[src/rtl/mux_rr_arbiter.sv]
// mux_rr_arbiter
// Round-robin arbiter that shares one N-input data mux among INPUTS
// requesters over valid/ready handshakes. An owner may hold the mux for up
// to MAX_BURST consecutive beats before the start pointer rotates past it.
// The winning beat lands in a registered output slot.
//
// State table
//   IDLE | no burst in progress; the winner is chosen round-robin from ptr
//   HOLD | owner has an unfinished burst and wins again while it stays valid
//
// Ports
//   clk        sole clock, rising edge
//   rst        asynchronous active-high reset
//   req_valid  per-requester valid
//   req_data   per-requester data (unpacked array)
//   req_ready  one-hot grant, or zero; qualified by the load condition
//   out_valid  the output slot holds a beat
//   out_data   data of the held beat
//   out_sel    index of the requester that supplied out_data
//   out_ready  the consumer takes the slot when out_valid is also high
//   burst_end  one-cycle pulse alongside the beat that completed a burst
module mux_rr_arbiter #(
  parameter int INPUTS     = 4,
  parameter int DATA_WIDTH = 8,
  parameter int MAX_BURST  = 2,
  localparam int SW = $clog2(INPUTS),
  localparam int CW = $clog2(MAX_BURST + 1)
) (
  input  logic                  clk,
  input  logic                  rst,
  input  logic [INPUTS-1:0]     req_valid,
  input  logic [DATA_WIDTH-1:0] req_data [INPUTS],
  output logic [INPUTS-1:0]     req_ready,
  output logic                  out_valid,
  output logic [DATA_WIDTH-1:0] out_data,
  output logic [SW-1:0]         out_sel,
  input  logic                  out_ready,
  output logic                  burst_end
);

  typedef enum logic {IDLE, HOLD} state_t;

  state_t                fsm, fsm_n;
  logic [SW-1:0]         ptr, ptr_n;
  logic [SW-1:0]         owner, owner_n;
  logic [CW-1:0]         cnt, cnt_n;
  logic                  out_valid_n;
  logic [DATA_WIDTH-1:0] out_data_n;
  logic [SW-1:0]         out_sel_n;
  logic                  burst_end_n;

  logic                  load_en;
  logic [SW-1:0]         win;
  logic                  found;
  int                    idx;

  always_ff @(posedge clk or posedge rst) begin
    if (rst) begin
      fsm       <= IDLE;
      ptr       <= '0;
      owner     <= '0;
      cnt       <= '0;
      out_valid <= 1'b0;
      out_data  <= '0;
      out_sel   <= '0;
      burst_end <= 1'b0;
    end else begin
      fsm       <= fsm_n;
      ptr       <= ptr_n;
      owner     <= owner_n;
      cnt       <= cnt_n;
      out_valid <= out_valid_n;
      out_data  <= out_data_n;
      out_sel   <= out_sel_n;
      burst_end <= burst_end_n;
    end
  end

  always_comb begin
    // rst gates the load so no grant escapes while reset is asserted
    load_en = (!out_valid || out_ready) && (|req_valid) && !rst;

    win   = '0;
    found = 1'b0;
    idx   = 0;
    if (fsm == HOLD && req_valid[owner]) begin
      win   = owner;
      found = 1'b1;
    end else begin
      // wrap by subtraction so non-power-of-2 INPUTS stays in range
      for (int k = 0; k < INPUTS; k++) begin
        idx = int'(ptr) + k;
        if (idx >= INPUTS) idx = idx - INPUTS;
        if (!found && req_valid[idx[SW-1:0]]) begin
          win   = idx[SW-1:0];
          found = 1'b1;
        end
      end
    end

    for (int i = 0; i < INPUTS; i++) begin
      req_ready[i] = load_en && (win == SW'(i));
    end

    fsm_n       = fsm;
    ptr_n       = ptr;
    owner_n     = owner;
    cnt_n       = cnt;
    out_valid_n = out_valid;
    out_data_n  = out_data;
    out_sel_n   = out_sel;
    burst_end_n = 1'b0;

    if (load_en) begin
      out_valid_n = 1'b1;
      out_data_n  = req_data[win];
      out_sel_n   = win;
      if (fsm == HOLD && win == owner) begin
        cnt_n = cnt + CW'(1);
      end else begin
        owner_n = win;
        cnt_n   = CW'(1);
      end
      if (cnt_n == CW'(MAX_BURST)) begin
        fsm_n       = IDLE;
        ptr_n       = (win == SW'(INPUTS - 1)) ? '0 : win + SW'(1);
        burst_end_n = 1'b1;
      end else begin
        fsm_n = HOLD;
      end
    end else if (out_valid && out_ready) begin
      out_valid_n = 1'b0;
    end
  end

endmodule

[config.mk]
export PLATFORM = sky130hd
export DESIGN_NAME = mux_rr_arbiter
export DESIGN_NICKNAME = d
export VERILOG_FILES = /design/src/rtl/mux_rr_arbiter.sv
export SDC_FILE = /design/constraint.sdc
export NUM_CORES = 1
export LEC_CHECK = 0
export ABC_AREA = 1
export BUFFER_PORTS_ARGS = -buffer_cell sky130_fd_sc_hd__buf_2
export CORE_MARGIN = 3
export CORE_UTILIZATION = 45
export CTS_CLUSTER_DIAMETER = 100
export CTS_CLUSTER_SIZE = 10
export DETAILED_ROUTE_END_ITERATION = 7
export GPL_TIMING_DRIVEN = 0
export PLACE_DENSITY = 0.77
export SLEW_MARGIN = 20
export SYNTH_ARGS = -nofsm -noshare
export SYNTH_HDL_FRONTEND = slang
export SYNTH_SLANG_ARGS = --single-unit
[constraint.sdc]
create_clock -name clk -period 5.7 [get_ports clk]
set_clock_uncertainty 0.2 [all_clocks]
set_input_delay 0.285 -clock clk [delete_from_list [all_inputs] [get_ports clk]]
set_output_delay 0.285 -clock clk [all_outputs]
set_load 0.05 [all_outputs]
==> run_results.csv, run 1 <==
group,metric,value,unit
status,status,"completed",
layout,n_antenna_cell,0,
clocking,clockBufferDepth,2,
power_and_ir_drop,p_leak,1.24,nW
critical_path,crit_type,"flop to output port",
clocking,postCtsSetupBuffers,0,
critical_path,slowest_stage,"dfrtp_1",
logic_synthesis,synth.most_common_cell,"nand2_1",
logic_synthesis,synth_flop_cell,"dfrtp_1",
layout,drive_gt1_frac,0.328,
critical_path,cp.required,5.22,ns
logic_synthesis,synth_seq_cells,19,
clocking,cts_made_buffers,3,
drt,final_antenna_net_count,0,
power_and_ir_drop,intPower,629,µW
power_and_ir_drop,p_sw,821,µW
placed_design,post-place-ws,2.99,ns
logic_synthesis,synth_edf_count,0,
logic_synthesis,ys_types,28,
floorplan,pin_count,55,
global_routing,grt_pass1_vias,1555,
layout,fin_nets,349,
critical_path,cpMostUsedCell,"nand2_1",
logic_synthesis,syn_inst,246,
logic_synthesis,synth_area,1660,µm²
layout,fillerInstances,359,
layout,utilization,0.594,
sta,slew_viol_final,0,
flow_run,drv_cap,0,
sta,rsz0062_at_grt,"false",
sta,slew_headroom,0.522,
logic_synthesis,seq_area_frac_synth,0.286,
floorplan,dieArea,4460,µm²
logic_synthesis,synth.yosys.warnings,0,
drt,num_vias,1647,
critical_path,crit_fanout,10,
power_and_ir_drop,powerDensity,709,nW/µm²
global_routing,grt_usage,0.182,
sta,fmax,339,MHz
drt,drt_iter0_markers,63,
clocking,cts_tree,"done",
floorplan,num_rows,21,
logic_synthesis,yosys.area.top_type_share,0.286,
layout,stdcell_count,351,
logic_synthesis,syn_nets,289,
drt,avgRoutedWirePerCell,10.6,µm
hold_path,hold_class,"input pin to flop",
sta,setup_slack,2.75,ns
critical_path,crit_chain,"inv_2 > nand2_2 > nand2_2 > nand2_1 > nand2_1 > nand2_1 > inv_2 > nand2_1 > nand3_2 > nand2_2 > nand2_4 > buf_8 > inv_2 > ha_1 > inv_1 > nor2_1 > buf_2",
clocking,path_clk_slew,0.06,ns
floorplan,die_h,66.8,µm
drt,vias_per_cell,4.69,
logic_synthesis,yosys-top-cells-count,"nand2_1, inv_1, dfrtp_1",
sta,setup_viol,0,
placed_design,place.port_buffers,54,
power_and_ir_drop,switching_share,0.566,
clocking,root_buffer,"clkbuf_8",
global_routing,grt_pass1_wl,6.34,mm
critical_path,cp-start-kind,"flop",
clocking,htreeDepth,1,
sta,setup_tns,0,ns
placed_design,gp_congestion,0.782,
critical_path,crit_arrival,2.46,ns
clocking,worstSkewPairLatency,0.25,ns
logic_synthesis,ys_async_sr_fraction,1.00,
placed_design,dp_hpwl,3.02,mm
sta,tightestPinTransition,0.716,ns
logic_synthesis,synth_area_leaders,"dfrtp_1, nand2_1, o211ai_2",
clocking,clock_sinks,19,
placed_design,dp_cells,346,
global_routing,overflow,0,
global_routing,antenna_found_initial,0,
power_and_ir_drop,ir_worst_vdd,0.286,mV
logic_synthesis,synth_largest_area_cell,"dfrtp_1",
drt,drc,0,
power_and_ir_drop,clkPwrFrac,0.062,
sta,layout_min_cycle_time,2.95,ns
drt,drt_pass1_iterations,4,
layout,area_growth,23.0,%
floorplan,die_x,66.8,µm
drt,drt_wl_total,3.71,mm
critical_path,slowest_delay,0.48,ns
sta,hold_viol,0,
sta,fin_crit_sh,0.517,
power_and_ir_drop,comb_power_share,0.774,
floorplan,fp.coreArea,3440,µm²
critical_path,cp-end-kind,"output port",
power_and_ir_drop,p_seq_frac,0.164,
sta,worst_hold_slack,0.0925,ns
global_routing,grt_max_degree,21,
floorplan,start_util,0.483,
logic_synthesis,synth_area_per_cell,6.76,µm²
==> power by group through the flow <==
stage                     combinational [mW]  sequential [mW]  clock, mW
after floorplan                        0.797            0.361          0
after global placement                  1.11            0.237          0
after detailed placement                1.13            0.237          0
after CTS                               1.14            0.237     0.0917
after global routing                    1.25            0.244     0.0986
final                                   1.12            0.238     0.0899
==> sequential cells by signal (all words and copies together), names as in the netlist <==
name       count
owner          2
out_valid      1
ptr            2
out_data       8
out_sel        2
fsm            1
cnt            2
burst_end      1
==> critical path: cells and delay by family, from the launching register on <==
family / cells / cell delay [ns]
adder cells (fa/ha/maj): 1 / 0.18
AND/OR/NAND/NOR: 10 / 0.82
flip-flops: 1 / 0.48
buffers and inverters: 6 / 0.71
==> metrics by stage <==
stage               total power, mW  area (µm²)
CTS                            1.46        2050
floorplan                      1.16        1660
finish                         1.45        2050
global route                   1.60        2050
global placement               1.35        1990
detailed placement             1.37        1990
==> final cells by class <==
type	count	area [µm²]	share of cell area
plain buffers	7	76.3	0.0373
clock buffers	4	45.0	0.0220
inverters	46	175	0.0856
multi-input cells	174	936	0.457
flip-flops and latches	19	475	0.232
well taps	46	57.6	0.0281
repair buffers	55	280	0.137
==> what timing repair did <==
action                    in CTS  in global routing
hold buffers                   1                  0
hold endpoints to repair      19                  0
gates resized for setup        0                  0
==> kinds of logic (layout without fill, tap and decap cells) <==
family	count (synthesis)	in the layout	synth area share
buffers and inverters	53	112	0.151
AND/OR/NAND/NOR	142	142	0.368
adder cells (fa/ha/maj)	4	4	0.0301
flip-flops	19	19	0.286
XOR/XNOR	1	1	0.00527
AO/OA/AOI/OAI	27	27	0.160
==> path summary, 6_finish.rpt <==
| path | depth (start not counted) | endpoint | startpoint | slack (ns) |
|---|---|---|---|---|
| worst max-delay path | 17 | req_ready[3] | ptr[1] | 2.75 |
| worst min-delay path | 4 | out_valid | out_ready | 0.09 |
| worst max register to register | 16 | ptr[0] | ptr[1] | 3.32 |
| worst min register to register | 2 | out_data[6] | out_data[6] | 0.29 |
| max in group asynchronous | 3 | out_sel[1] | rst | 4.36 |
| min in group asynchronous | 3 | owner[0] | rst | 0.49 |
==> layer usage <==
metal	track usage	vias to the layer above	part of all wire
li1	-	872	-
met1	0.223	722	0.45
met5	0	-	0
met2	0.322	51	0.48
met3	0.0506	2	0.068
met4	0.0305	0	0.0040
==> layout by cell type (no fill, tap or decap) <==
master,count
nand2_1,100
buf_2,54
inv_1,38
dfrtp_1,19
o211ai_2,16
nand3_1,12
nor2_1,12
nand2_2,8
inv_2,6
o21ai_0,4
nand4_1,4
ha_1,4
buf_6,3
clkbuf_1,3
clkbuf_8,3
nand2_4,2
a21oi_1,2
nor2_2,2
nor2_4,1
o211ai_1,1
a31oi_1,1
o21ai_1,1
nand3_2,1
a21oi_2,1
clkinv_1,1
inv_4,1
buf_12,1
buf_8,1
a21boi_0,1
xor2_1,1
dlygate4sd3_1,1
Power figures use the tool's default switching activity.
==> run 2: changes to the inputs <==
--- a/config.mk
+++ b/config.mk
@@ -13,7 +13,7 @@
 export CTS_CLUSTER_SIZE = 10
 export DETAILED_ROUTE_END_ITERATION = 7
 export GPL_TIMING_DRIVEN = 0
-export PLACE_DENSITY = 0.77
+export PLACE_DENSITY = 0.8
 export SLEW_MARGIN = 20
 export SYNTH_ARGS = -nofsm -noshare
 export SYNTH_HDL_FRONTEND = slang
==> constraint.sdc (replaced) <==
create_clock -name clk -period 2.7 [get_ports clk]
set_clock_uncertainty 0.2 [all_clocks]
set_input_delay 0.135 -clock clk [delete_from_list [all_inputs] [get_ports clk]]
set_output_delay 0.135 -clock clk [all_outputs]
set_load 0.05 [all_outputs]
==> run_results.csv, run 2 (same netlist as run 1, synthesis figures left out) <==
group,metric,value,unit
floorplan,dieArea,4460,µm²
critical_path,r2r_start,"ptr[0]",
layout,layout.cells.most_common_list,"nand2_1, buf_2, inv_1",
critical_path,slowest_delay,0.41,ns
clocking,cts_tree,"done",
hold_path,hold_class,"input pin to flop",
critical_path,cp-end-kind,"output port",
layout,fillerInstances,292,
clocking,worstSkewPairLatency,0.26,ns
layout,stdcell_count,365,
placed_design,gp_congestion,0.789,
layout,area_growth,36.3,%
drt,num_vias,1731,
floorplan,num_rows,21,
critical_path,crit_type,"flop to output port",
clocking,path_clk_slew,0.07,ns
sta,tightestPinTransition,0.420,ns
critical_path,cp.required,2.37,ns
critical_path,slowest_stage,"dfrtp_1",
power_and_ir_drop,powerDensity,1600,nW/µm²
layout,n_antenna_cell,0,
layout,drive_gt1_frac,0.408,
clocking,clock_sinks,19,
drt,vias_per_cell,4.74,
drt,avgRoutedWirePerCell,11.6,µm
sta,fmax,385,MHz
placed_design,dp_hpwl,3.05,mm
critical_path,cpMostUsedCell,"nand2_1",
sta,fin_crit_sh,0.963,
floorplan,pin_count,55,
critical_path,crit_fanout,10,
drt,final_antenna_net_count,0,
floorplan,start_util,0.483,
layout,utilization,0.658,
sta,setup_tns,0,ns
sta,setup_viol,0,
layout,largest_reg_flops,8,
hold_path,min_from,"req_data[20]",
clocking,htreeDepth,1,
floorplan,die_x,66.8,µm
layout,regMostFlops,"out_data",
layout,fin_nets,363,
power_and_ir_drop,ir_worst_vdd,0.771,mV
drt,drt_wl_total,4.22,mm
clocking,clockBufferDepth,2,
critical_path,crit_chain,"buf_6 > nand2_1 > nand2_2 > nand2_1 > nand2_1 > nand2_1 > inv_2 > nand2_2 > nand3_2 > nand2_2 > nand2_4 > buf_8 > inv_4 > ha_1 > inv_1 > nor2_2 > buf_6",
critical_path,crit_arrival,2.26,ns
global_routing,grt_usage,0.185,
critical_path,cp-start-kind,"flop",
drt,drt_pass1_iterations,4,
placed_design,place.port_buffers,54,
global_routing,grt_pass1_wl,6.41,mm
flow_run,drv_cap,0,
critical_path,worstSetupStartpoint,"ptr[0]",
power_and_ir_drop,p_leak,1.33,nW
layout,final_common_cell,"nand2_1",
clocking,cts_made_buffers,3,
global_routing,grt_pass1_vias,1533,
status,status,"completed",
floorplan,fp.coreArea,3440,µm²
placed_design,dp_cells,346,
drt,drt_iter0_markers,59,
sta,layout_min_cycle_time,2.60,ns
global_routing,overflow,0,
floorplan,die_h,66.8,µm
global_routing,grt_max_degree,21,
sta,slew_headroom,0.719,
sta,slew_viol_final,0,
drt,drc,0,
global_routing,antenna_found_initial,0,
sta,hold_viol,0,
clocking,root_buffer,"clkbuf_8",
## run 2: final cells by class
cell class | count | area, µm² | area share
multi-input combinational | 174 | 991 | 0.437
clock buffer | 3 | 41.3 | 0.0182
inverter | 46 | 186 | 0.0823
sequential | 19 | 477 | 0.210
clock inverter | 1 | 5.00 | 0.00221
buffer | 7 | 95.1 | 0.0420
timing repair buffer | 69 | 413 | 0.182
tap | 46 | 57.6 | 0.0254
## run 2: through the flow
| stage | power (mW) | setup slack (ns) | hold slack (ns) | cell area [µm²] |
|---|---|---|---|---|
| after detailed placement | 2.90 | 0.159 | 0.0953 | 1990 |
| after global routing | 3.89 | -0.0457 | 0.0311 | 2270 |
| after global placement | 2.84 | 0.209 | 0.0878 | 1990 |
| after CTS | 3.16 | -0.0205 | 0.0184 | 2090 |
| after floorplan | 2.45 | 0.0544 | -0.105 | 1660 |
| final | 3.63 | 0.100 | 0.0145 | 2270 |
## run 2: what timing repair did
item	CTS	global route
endpoints found under the hold margin	20	0
gates resized for setup	12	23
endpoints found under the setup margin	4	4
hold buffers	2	0
pin swaps	0	5
buffers inserted	0	13
## run 2: worst max-delay path: cells and delay by family, from the launching register on
family | cells | cell delay, ns
flip-flops | 1 | 0.41
buffers and inverters | 6 | 0.62
adder cells (fa/ha/maj) | 1 | 0.14
AND/OR/NAND/NOR | 10 | 0.80
## run 2: worst paths after layout
| kind | end | slack (ns) | cells past startpoint |
|---|---|---|---|
| worst max-delay path | req_ready[1] | 0.10 | 17 |
| worst min-delay path | out_data[4] | 0.01 | 5 |
| worst max register to register | out_data[3] | 0.45 | 17 |
| worst min register to register | out_data[6] | 0.29 | 2 |
| max in group asynchronous | ptr[1] | 1.81 | 3 |
| min in group asynchronous | out_valid | 0.21 | 3 |
## run 2: power by group
part | switching, mW | internal [mW] | total [mW]
combinational | 1.76 | 1.17 | 2.92
sequential | 0.0895 | 0.412 | 0.501
clock | 0.103 | 0.103 | 0.205
## run 2: metal layers
metal  vias up  track usage  share of wire
li1        904            -              -
met1       773        0.214           0.43
met2        49        0.344           0.50
met3         5       0.0371          0.057
met4         0       0.0457         0.0095
met5         -            0              0
==> run 3: changes to the inputs <==
--- a/config.mk
+++ b/config.mk
@@ -8,12 +8,12 @@
 export ABC_AREA = 1
 export BUFFER_PORTS_ARGS = -buffer_cell sky130_fd_sc_hd__buf_2
 export CORE_MARGIN = 3
-export CORE_UTILIZATION = 45
+export CORE_UTILIZATION = 40
 export CTS_CLUSTER_DIAMETER = 100
 export CTS_CLUSTER_SIZE = 10
 export DETAILED_ROUTE_END_ITERATION = 7
 export GPL_TIMING_DRIVEN = 0
-export PLACE_DENSITY = 0.8
+export PLACE_DENSITY = 0.73
 export SLEW_MARGIN = 20
 export SYNTH_ARGS = -nofsm -noshare
 export SYNTH_HDL_FRONTEND = slang
==> run_results.csv, run 3 (same netlist as run 1, synthesis figures left out) <==
group,metric,value,unit
floorplan,die_x,70.5,µm
global_routing,grt_pass1_vias,1549,
global_routing,grt_usage,0.161,
critical_path,cp-start-kind,"flop",
power_and_ir_drop,p_leak,1.33,nW
floorplan,dieArea,4970,µm²
sta,hold_viol,0,
critical_path,crit_chain,"buf_6 > nand2_1 > nand2_2 > nand2_1 > nand2_1 > nand2_2 > nand2_1 > a21oi_2 > nand2_4 > nand2_4 > buf_8 > inv_4 > ha_1 > inv_1 > nor2_2 > buf_6",
drt,num_vias,1707,
layout,fin_nets,364,
layout,final_common_cell,"nand2_1",
placed_design,gp_congestion,0.898,
floorplan,die_h,70.5,µm
floorplan,start_util,0.435,
sta,fin_crit_sh,0.957,
hold_path,hold_class,"input pin to flop",
critical_path,crit_arrival,2.25,ns
drt,avgRoutedWirePerCell,11.2,µm
floorplan,num_rows,22,
status,status,"completed",
sta,fmax,387,MHz
layout,fillerInstances,366,
critical_path,cp-end-kind,"output port",
placed_design,place.port_buffers,54,
critical_path,cp_top_family,"simple AND/OR/NAND/NOR gates",
layout,regMostFlops,"out_data",
layout,stdcell_count,368,
clocking,htreeDepth,1,
drt,drt_pass1_iterations,4,
clocking,clock_sinks,19,
layout,n_antenna_cell,0,
floorplan,pin_count,55,
global_routing,grt-busiest-layer,"met2",
placed_design,dp_cells,348,
critical_path,slowest_delay,0.41,ns
clocking,worstSkewPairLatency,0.26,ns
drt,drc,0,
clocking,root_buffer,"clkbuf_8",
global_routing,antenna_found_initial,0,
sta,rsz0062_at_grt,"true",
drt,drt_iter0_markers,58,
power_and_ir_drop,ir_worst_vdd,0.860,mV
critical_path,cpMostUsedCell,"nand2_1",
placed_design,post-place-ws,0.135,ns
clocking,path_clk_slew,0.07,ns
sta,tightestPinTransition,0.422,ns
layout,area_growth,37.6,%
clocking,cts_made_buffers,3,
sta,slew_viol_final,0,
flow_run,drv_cap,0,
critical_path,cp_num_buf_inv,5,
placed_design,dp_hpwl,2.99,mm
drt,final_antenna_net_count,0,
global_routing,grt_max_degree,21,
global_routing,use_met2,0.270,
critical_path,cp.required,2.37,ns
power_and_ir_drop,powerDensity,1590,nW/µm²
critical_path,slowest_stage,"dfrtp_1",
global_routing,grtUsageMet1,0.195,
sta,setup_viol,0,
floorplan,fp.coreArea,3830,µm²
layout,largest_reg_flops,8,
clocking,clockBufferDepth,2,
sta,slew_headroom,0.718,
clocking,cts_tree,"done",
drt,drt_wl_total,4.13,mm
critical_path,crit_fanout,9,
global_routing,grt_pass1_wl,6.50,mm
sta,setup_slack,0.115,ns
layout,layout.cells.most_common_list,"nand2_1, buf_2, inv_1",
global_routing,grtUsageMet3,0.0489,
critical_path,crit_type,"flop to output port",
global_routing,overflow,0,
sta,layout_min_cycle_time,2.59,ns
drt,vias_per_cell,4.64,
layout,drive_gt1_frac,0.403,
-- run 3: cell types whose count changed in the layout (fill, tap and decap cells not counted) --
cell | before | now
buf_4 | 13 | 14
nand3_1 | 9 | 10
clkinv_4 | 1 | 0
nand3_2 | 4 | 2
clkinv_8 | 0 | 1
inv_1 | 36 | 37
inv_4 | 2 | 1
nand2_4 | 3 | 4
nand3_4 | 0 | 1
nand2_2 | 9 | 8
-- run 3: worst paths after layout --
| kind | from | end | slack, ns | cells after the start |
|---|---|---|---|---|
| max | ptr[0] | req_ready[1] | 0.11 | 16 |
| min | req_data[23] | out_data[7] | 0.005 | 5 |
| max reg2reg | ptr[0] | out_data[5] | 0.37 | 18 |
| min reg2reg | out_data[3] | out_data[3] | 0.29 | 2 |
| max in group asynchronous | rst | ptr[1] | 1.81 | 3 |
| min in group asynchronous | rst | burst_end | 0.21 | 3 |
-- run 3: worst register-to-register path, stage by stage (launching register included) --
cell and delay (ns):
dfrtp_1 0.41, buf_6 0.15, nand2_1 0.07, nand2_2 0.08, nand2_1 0.07, nand2_1 0.06
nand2_2 0.07, nand2_1 0.08, a21oi_2 0.21, nand2_4 0.07, nand2_4 0.09, buf_8 0.13
buf_4 0.11, buf_4 0.11, nand2_1 0.05, o211ai_2 0.05, nand2_1 0.07, nand2_1 0.06
nand2_1 0.06
-- run 3: timing repair --
action | in CTS | in global routing
resized for setup | 9 | 26
endpoints found under the hold margin | 20 | 0
hold buffers | 2 | 0
setup buffers | 1 | 13
setup endpoints to repair | 4 | 4
pin swaps | 1 | 5
-- run 3: routing by layer --
layer / share of wire / routed length [µm] / up-vias
li1: - / - / 907
met1: 0.43 / 1790 / 747
met2: 0.47 / 1960 / 48
met3: 0.074 / 304 / 5
met4: 0.018 / 76 / 0
met5: 0 / 0 / -
-- run 3: final cells by class --
cell class                      count  area [µm²]  share of cell area
Multi-Input combinational cell    174         998               0.436
Sequential cell                    19         477               0.208
Timing Repair Buffer               70         420               0.184
Inverter                           46         191              0.0837
Buffer                              7        95.1              0.0416
Tap cell                           48        60.1              0.0262
Clock buffer                        3        41.3              0.0180
Clock inverter                      1        5.00             0.00219
-- run 3: per-stage QoR --
| stage | power [mW] | util | instance area (µm²) | setup TNS [ns] | hold WS [ns] |
|---|---|---|---|---|---|
| final | 3.65 | 0.598 | 2290 | 0 | 0.00471 |
| after global routing | 3.97 | 0.598 | 2290 | -0.0613 | 0.0229 |
| after detailed placement | 2.88 | 0.521 | 1990 | 0 | 0.0991 |
| after floorplan | 2.45 | - | 1660 | 0 | -0.105 |
| after global placement | 2.85 | 0.521 | 1990 | 0 | 0.104 |
| after CTS | 3.13 | 0.546 | 2090 | -0.0405 | 0.0142 |
-- run 3: power breakdown --
group	switching [mW]	total, mW	internal, mW
Sequential	0.0893	0.501	0.412
Clock	0.0978	0.201	0.103
Combinational	1.75	2.94	1.20
Total	1.93	3.65	1.71
